### config.mk
export PLATFORM = sky130hd
export DESIGN_NAME = sign_condition_stage
export DESIGN_NICKNAME = d
export VERILOG_FILES = /design/src/rtl/sign_condition_stage.sv
export SDC_FILE = /design/constraint.sdc
export NUM_CORES = 1
export LEC_CHECK = 0
export CORE_MARGIN = 2
export CORE_UTILIZATION = 40
export DETAILED_ROUTE_END_ITERATION = 12
export PLACE_DENSITY_LB_ADDON = 0.08
export SETUP_SLACK_MARGIN = 0.3
export SYNTH_ARGS = -nofsm -noshare
export SYNTH_HDL_FRONTEND = slang
export SYNTH_SLANG_ARGS = --single-unit
### constraint.sdc
create_clock -name clock -period 8.4 [get_ports clock]
set_clock_uncertainty 0.05 [all_clocks]
set_input_delay 0.84 -clock clock [delete_from_list [all_inputs] [get_ports clock]]
set_output_delay 0.84 -clock clock [all_outputs]
set_load 0.02 [all_outputs]
### src/rtl/sign_condition_stage.sv
// ---------------------------------------------------------------------------
// sign_condition_stage
//
// Registered operand-conditioning stage in front of the multdiv core. It
// turns two two's-complement operands into magnitudes. It also records the
// sign corrections the core must apply afterwards:
//   - negate the product/quotient
//   - negate the remainder
// Conditioned pairs sit in a 2-entry skid buffer with valid/ready handshaking.
//
// Parameters:
//   WIDTH       operand/magnitude width in bits (>= 2)
//   SKID_DEPTH  output buffer entries; only 2 is supported
//
// Optional feature (compile-time macro SIGN_CONDITION_DIV0_EN):
//   When defined, the stage adds an out_div_zero output. It flags
//   divide-by-zero and suppresses both negate flags for that entry.
//   When undefined, the port is absent.
//
// Ports:
//   clock           rising-edge clock
//   reset           synchronous, active-high reset
//   in_valid        input operand pair valid
//   in_ready        stage can accept (registered)
//   in_a, in_b      operands A (dividend/multiplicand), B (divisor/multiplier)
//   in_signed       1 = operands are signed, 0 = pass through unchanged
//   in_is_div       1 = divide, 0 = multiply
//   out_valid       head entry valid
//   out_ready       consumer accepts head entry
//   out_mag_a/b     operand magnitudes
//   out_neg_result  core product/quotient must be negated
//   out_neg_rem     core remainder must be negated (divide only)
//   out_min_a/b     operand was the most-negative value in signed mode
//   out_is_div      in_is_div carried through
//   out_div_zero    (SIGN_CONDITION_DIV0_EN only) divide by zero
// ---------------------------------------------------------------------------
module sign_condition_stage #(
    parameter int WIDTH      = 32,
    parameter int SKID_DEPTH = 2
) (
    input  logic             clock,
    input  logic             reset,
    input  logic             in_valid,
    output logic             in_ready,
    input  logic [WIDTH-1:0] in_a,
    input  logic [WIDTH-1:0] in_b,
    input  logic             in_signed,
    input  logic             in_is_div,
    output logic             out_valid,
    input  logic             out_ready,
    output logic [WIDTH-1:0] out_mag_a,
    output logic [WIDTH-1:0] out_mag_b,
    output logic             out_neg_result,
    output logic             out_neg_rem,
    output logic             out_min_a,
    output logic             out_min_b,
`ifdef SIGN_CONDITION_DIV0_EN
    output logic             out_div_zero,
`endif
    output logic             out_is_div
);

    // The occupancy bookkeeping below assumes exactly two entries.
    if (SKID_DEPTH != 2) begin : g_bad_skid_depth
        $error("sign_condition_stage: SKID_DEPTH must be 2");
    end

    localparam logic [WIDTH-1:0] ONE_VAL = {{(WIDTH-1){1'b0}}, 1'b1};

    typedef struct packed {
        logic [WIDTH-1:0] mag_a;
        logic [WIDTH-1:0] mag_b;
        logic             neg_result;
        logic             neg_rem;
        logic             min_a;
        logic             min_b;
        logic             is_div;
`ifdef SIGN_CONDITION_DIV0_EN
        logic             div_zero;
`endif
    } entry_t;

    typedef enum logic [1:0] {
        EMPTY,
        ONE,
        FULL
    } occ_state_e;

    occ_state_e state_q;
    occ_state_e state_d;
    entry_t     entries_q [2];
    logic       head_q;
    logic       tail;
    logic       push;
    logic       pop;
    entry_t     cond;

    logic       sa;
    logic       sb;
    logic       az;
    logic       bz;
    logic       neg_result_raw;

    assign push = in_valid & in_ready;
    assign pop  = out_valid & out_ready;

    // With two slots, the free slot is the one opposite the head when one
    // entry is held, and the head slot itself when the buffer is empty.
    assign tail = (state_q == ONE) ? ~head_q : head_q;

    // Operand conditioning: sign extraction, negation to magnitude, and the
    // sign-correction flags the core applies once it has finished.
    // A zero operand never produces a negative result. The divide case only
    // looks at the dividend, so a zero divisor keeps the sign rule of A^B.
    always_comb begin
        cond           = '0;
        sa             = in_signed & in_a[WIDTH-1];
        sb             = in_signed & in_b[WIDTH-1];
        az             = (in_a == '0);
        bz             = (in_b == '0);
        neg_result_raw = 1'b0;

        cond.mag_a  = sa ? (~in_a + ONE_VAL) : in_a;
        cond.mag_b  = sb ? (~in_b + ONE_VAL) : in_b;
        cond.min_a  = sa & (in_a[WIDTH-2:0] == '0);
        cond.min_b  = sb & (in_b[WIDTH-2:0] == '0);
        cond.is_div = in_is_div;

        if (in_is_div) begin
            neg_result_raw = (sa ^ sb) & ~az;
        end else begin
            neg_result_raw = (sa ^ sb) & ~az & ~bz;
        end

`ifdef SIGN_CONDITION_DIV0_EN
        cond.div_zero   = in_is_div & bz;
        cond.neg_result = neg_result_raw & ~cond.div_zero;
        cond.neg_rem    = in_is_div & sa & ~cond.div_zero;
`else
        cond.neg_result = neg_result_raw;
        cond.neg_rem    = in_is_div & sa;
`endif
    end

    // Occupancy next-state.
    // A simultaneous push and pop at ONE leaves the count unchanged.
    // No push can happen at FULL because in_ready is low there.
    always_comb begin
        state_d = state_q;
        case (state_q)
            EMPTY: begin
                if (push) begin
                    state_d = ONE;
                end
            end
            ONE: begin
                if (push && !pop) begin
                    state_d = FULL;
                end else if (!push && pop) begin
                    state_d = EMPTY;
                end
            end
            FULL: begin
                if (pop) begin
                    state_d = ONE;
                end
            end
            default: begin
                state_d = EMPTY;
            end
        endcase
    end

    // State, ready and buffer storage.
    // in_ready is registered from the next occupancy so out_ready never
    // reaches it combinationally.
    always_ff @(posedge clock) begin
        if (reset) begin
            state_q      <= EMPTY;
            in_ready     <= 1'b1;
            head_q       <= 1'b0;
            entries_q[0] <= '0;
            entries_q[1] <= '0;
        end else begin
            state_q  <= state_d;
            in_ready <= (state_d != FULL);
            if (push) begin
                entries_q[tail] <= cond;
            end
            if (pop) begin
                head_q <= ~head_q;
            end
        end
    end

    assign out_valid      = (state_q != EMPTY);
    assign out_mag_a      = entries_q[head_q].mag_a;
    assign out_mag_b      = entries_q[head_q].mag_b;
    assign out_neg_result = entries_q[head_q].neg_result;
    assign out_neg_rem    = entries_q[head_q].neg_rem;
    assign out_min_a      = entries_q[head_q].min_a;
    assign out_min_b      = entries_q[head_q].min_b;
    assign out_is_div     = entries_q[head_q].is_div;
`ifdef SIGN_CONDITION_DIV0_EN
    assign out_div_zero   = entries_q[head_q].div_zero;
`endif

endmodule

After elaboration in Yosys (flattened, before gate mapping). Memory sizes are Yosys's and may differ from the RTL's. A register that Yosys moved wholly into a read port is not among the register bits. Cells that the tools add are included.

Equality and inequality tests: 3. Mux-type cells: 19. Bitwise logic cells: 15. Add/subtract/negate cells: 2. Reductions and logical operators: 11.

Operators by type and width (number): $mux 69 (1); $reduce_or 69->1 (1); $add 32x1->32 const B (2); $logic_not 32->1 (2); $mux 32 (2); $not 32->32 (2); $logic_not 31->1 (2); $mux 1 (11); $and 1x1->1 (9); $mux 2 (4); $pmux 2 s3 (1); $not 1->1 (3); $eq 2x1->1 const B (1); $eq 2x2->1 const B (1); $logic_and 1x1->1 (2); $logic_not 1->1 (2); $logic_not 2->1 (1); $ne 2x2->1 const B (1); $reduce_bool 2->1 (1); $xor 1x1->1 (1).

Register bits: 4. Bits in writable memories: 138. Output and inout bits: 71. Memories: 1. Logic and storage cells: 54. Bits of input ports: 70.

Memory list: entries_q (depth 2, bits a word 69, read ports 1, clocked after memory_dff 1, write ports 2, RTL line 91) `entry_t entries_q [2];`.

Longest topological paths before layout.
Depth in word-level cells: 7. Gate-level depth with buffers: 9. Gate-level depth less buffers: 7.

Worst setup path before layout. No wires, ideal clock.

Path type: input port to flip-flop. Start point: input port in_valid. End point: memory entries_q[1][0] in the netlist's numbering, enable pin. Stages on the path: 6. Data required time: 7.911 ns. Library setup time: 0.439 ns. Buffers on the path: 2. Arrival time: 3.046 ns. Path slack: 4.866 ns. Cell sequence: nand2_1 > nor2_1 > nand2b_1 > clkbuf_1 > clkbuf_1 > nand2b_1.

RTL lines: start: declaration (RTL line 43) `input logic in_valid,`; end: declaration (RTL line 91).

==> results by stage <==
Clock network:
- The number of buffers on the longest clock path is 2.
- The library cell used as clock root buffer is sky130_fd_sc_hd__clkbuf_16.
- The CTS buffer count is 17.
- The number of buffers inserted to repair setup after CTS is 0.
- After clock tree synthesis, the repair step resized 0 gates.
- Clock-pin slew was measured on the worst setup and hold paths at roughly 0.050 ns.
- The clock network latency to the later pin of the worst-skew pair is approximately 0.4 ns.
- The sink count of the clock tree is approximately 140.
- The clock tree from TritonCTS is yes.
- The H-tree was split into 4 levels.
- In this run, post-CTS hold repair placed 0 buffers.

Route:
- The average detailed-routed wire length per instance is 18.4 um.
- In this run, the number of DRC markers left after iteration 0 of detailed routing was 315.
- The number of iterations in the first detailed-routing pass is 4.
- Using the TritonRoute via totals, the vias-per-cell ratio works out to 5.31.
- Once detail routing completed, the nets flagged for antenna violations numbered 0.
- The remaining design rule violation count is 0.
- The total length of routed wires is 18.2 mm.
- The routed layout has between 5,000 and 6,000 vias.

Power and ir drop:
- The total chip power is 2.03 mW.
- The part of the power in the clock network is 38.3%.
- Net switching is 25.1% of the power.
- Summed over all nets, the switching power comes to around 0.5 mW.
- The internal portion of the total power is 1.52 mW.
- The proportion of power drawn by combinational gates is a little under a fifth.
- In this run, flip-flops and latches consume 43.2% of the power.
- Dividing total power by cell area gives a power density of 212 nW/um^2.
- The leakage power summed over all cells is 3.35 nW.
- The worst voltage drop across the vdd grid is around 0.15 mV.

Yosys:
- The synthesized design contains 138 enable-type register cells.
- The post-synthesis sequential area ratio is 57.6%.
- The total of flip-flops plus latches after synthesis is around 140.
- Averaged over all synthesized cells, the footprint is 11.9 um^2.
- The number of instances in the synthesized netlist is 622.
- The Yosys step of the flow raised 0 warnings.
- The proportion of register bits with asynchronous set or reset after synthesis is 0%.
- Among all flip-flop cells after synthesis, the most frequent one is sky130_fd_sc_hd__edfxtp_1.
- The synthesized netlist contains 48 unique library cells.
- In this run the cell area of the synthesized design comes to 7370 um^2.
- The post-synthesis net count is 694.

Global route:
- Across every metal layer, demand over resource in global routing totals 19.2%.
- The overall overflow remaining after global route is 0.
- The number of global-route vias before repair was about 5,400.
- The first-pass GRT wire length is 28.9 mm.
- The number of antenna violations at the first check in global routing is 0.
- Entering global routing, the biggest net connects 70 pins.

Hold path:
- The instance count along the most critical hold path is 2.
- In this run the worst hold path is classified as reg2reg.

STA:
- The smallest setup slack after layout is 5.04 ns.
- Summed over all failing endpoints, the final setup total negative slack is 0 ns.
- The worst-margin pin slew is between 1 and 1.5 ns.
- The shortest period the worst path allows is 3.36 ns.
- The final number of setup-violating endpoints is 0.
- Setup repair after global routing left no endpoint under its margin.
- The hold violation total from the final report is 0.
- The final period utilization is roughly two fifths.
- The max-slew headroom at the worst pin is 28.5%.
- The final max-slew violation count is 0.
- Final hold analysis gives a worst-case slack of 0.516 ns.
- Static timing analysis puts the maximum clock frequency at 0.298 GHz.

Critical path:
- By startpoint and endpoint, the worst setup path is classified as reg2out.
- STA puts the critical path data arrival time at between 2 and 2.5 ns.
- The cell count of the worst reg-to-reg path is 5.
- The required time of the critical path is 7.51 ns.
- STA classifies the critical path endpoint as an output port.
- The critical path's slowest cell is sky130_fd_sc_hd__dfxtp_4.
- Grouping stages by cell kind, the critical path spends the most delay in flip-flops.
- The largest single stage delay on the critical path is slightly above 1 ns.
- The number of cells on the critical path is 2.
- The top fanout value on the critical path is between 60 and 70.
- The worst setup path is launched from a flip-flop.
- The number of buffer and inverter instances along the worst setup path is 1.
- The signal on the critical path passes through mux2_2, clkdlybuf4s50_1.

Finish:
- The number of filler instances in the final layout is 1,609.
- The number of antenna diodes in the final layout is 0.
- The library cell used most frequently in the layout, excluding fill and tap cells, is sky130_fd_sc_hd__nor2_1.
- The share of final-layout standard cells stronger than drive strength 1 is 15.7%.
- Compared with the post-synthesis result, the final layout area differs by 29.6%.
- The number of nets in the finished design is 820.
- Leaving out fill and tap cells, the most frequent cells in the layout are 155 x sky130_fd_sc_hd__nor2_1, 140 x sky130_fd_sc_hd__clkdlybuf4s50_1, 138 x sky130_fd_sc_hd__edfxtp_1.
- The finished cells cover about 9600 um^2.

Job:
- Max-cap violations in this run came to 0.

Die:
- From left edge to right edge, the die measures 140 um.
- The core box area is 18,000 um^2.
- The initial utilization of the core area, before any placement, comes to 40.9%.
- The count of standard-cell rows is between 40 and 50.
- In this run the vertical extent of the chip is 140 um.
- The die area is just under 20,000 um^2.
- The number of top-level pins is 141.

Placement:
- The pre-CTS worst setup slack is about 4.7 ns.
- Once detailed placement completed, the half-perimeter wirelength came to 11.1 mm.
- At the end of routability-driven placement, the weighted congestion stood at 0.786.
- The instance area after placement is roughly 9000 um^2.
- The number of buffer cells added on primary ports is 140.

Status:
- The run finished with clean final reports.
final timing paths:
| path | startpoint | endpoint | slack, ns |
|---|---|---|---|
| setup / recovery | flip-flop | out_min_b | 5.04 |
| hold reg to reg | head_q$_SDFFE_PP0P_ | flip-flop | 0.52 |
| hold / removal | head_q$_SDFFE_PP0P_ | flip-flop | 0.52 |
| setup reg to reg | state_q[0]$_SDFF_PP0_ | entries_q[1][1]$_SDFFCE_PN0P_ | 6.25 |
cell families after synthesis:
kind of cell             Yosys count  share of synthesized area (%)
AND/OR/NAND/NOR                  243                           15.4
flip-flops                       143                           57.6
multiplexers                      72                           10.9
XOR/XNOR                          60                           7.13
AO/OA/AOI/OAI                     58                           6.25
buffers and inverters             44                           2.39
adder cells (fa/ha/maj)            2                          0.339
layout make-up:
type	instances	area [um^2]	share of cell area, %
Clock buffer	18	429	4.49
Clock inverter	13	171	1.79
Tap cell	229	287	3.00
Multi-Input combinational cell	435	2970	31.1
Sequential cell	143	4250	44.4
Timing Repair Buffer	142	1420	14.8
Inverter	9	33.8	0.353
through the flow:
| step | utilization [%] | cells |
|---|---|---|
| floorplan | - | 622 |
| global placement | 49.7 | 958 |
| detailed placement | 49.7 | 958 |
| CTS | 53.0 | 989 |
| global route | 53.0 | 989 |
| finish | 53.0 | 989 |
power by group through the flow:
stage          clock, mW  sequential [mW]  combinational [mW]
2_1_floorplan          0            0.877               0.216
3_5_place_dp           0            0.894               0.377
4_1_cts            0.788            0.879               0.380
3_3_place_gp           0            0.890               0.377
6_report           0.777            0.877               0.374
5_1_grt            0.817            0.884               0.403
tightest hold or removal path, cell delays in order (launching register included):
cell,delay (ns)
sky130_fd_sc_hd__dfxtp_1,0.36
sky130_fd_sc_hd__xor2_1,0.10
sky130_fd_sc_hd__nor2_1,0.08
metal layers:
| layer | routed length (um) | GRT usage, % |
|---|---|---|
| met5 | 0 | 0 |
| met4 | 356 | 7.05 |
| met3 | 1040 | 4.78 |
| met2 | 9120 | 32.9 |
| met1 | 7680 | 23.4 |
synth_stat cells (all sizes together) (4+ instances only):
cell type / number / area [um^2]
or4: 10 / 75.1
nor2b: 5 / 31.3
dfxtp: 5 / 100
buf: 8 / 41.3
nand2: 15 / 56.3
xnor2: 32 / 280
o41ai: 9 / 113
nor3: 13 / 70.1
a21oi: 14 / 70.1
nor4: 14 / 93.8
or2: 4 / 25.0
inv: 9 / 33.8
or3: 4 / 25.0
xor2: 28 / 245
nor2: 155 / 582
edfxtp: 138 / 4140
o31ai: 12 / 133
o21ai: 6 / 30.0
mux2: 69 / 777
and2: 5 / 31.3
clkbuf: 27 / 101
a31oi: 13 / 81.3
flip-flops by register name, summed over array words and instances, names as in the netlist, named ones only:
name / flops
head_q: 1
state_q: 2
entries_q: 138
in_ready: 1
No activity file was read; power rests on OpenSTA's default activity.
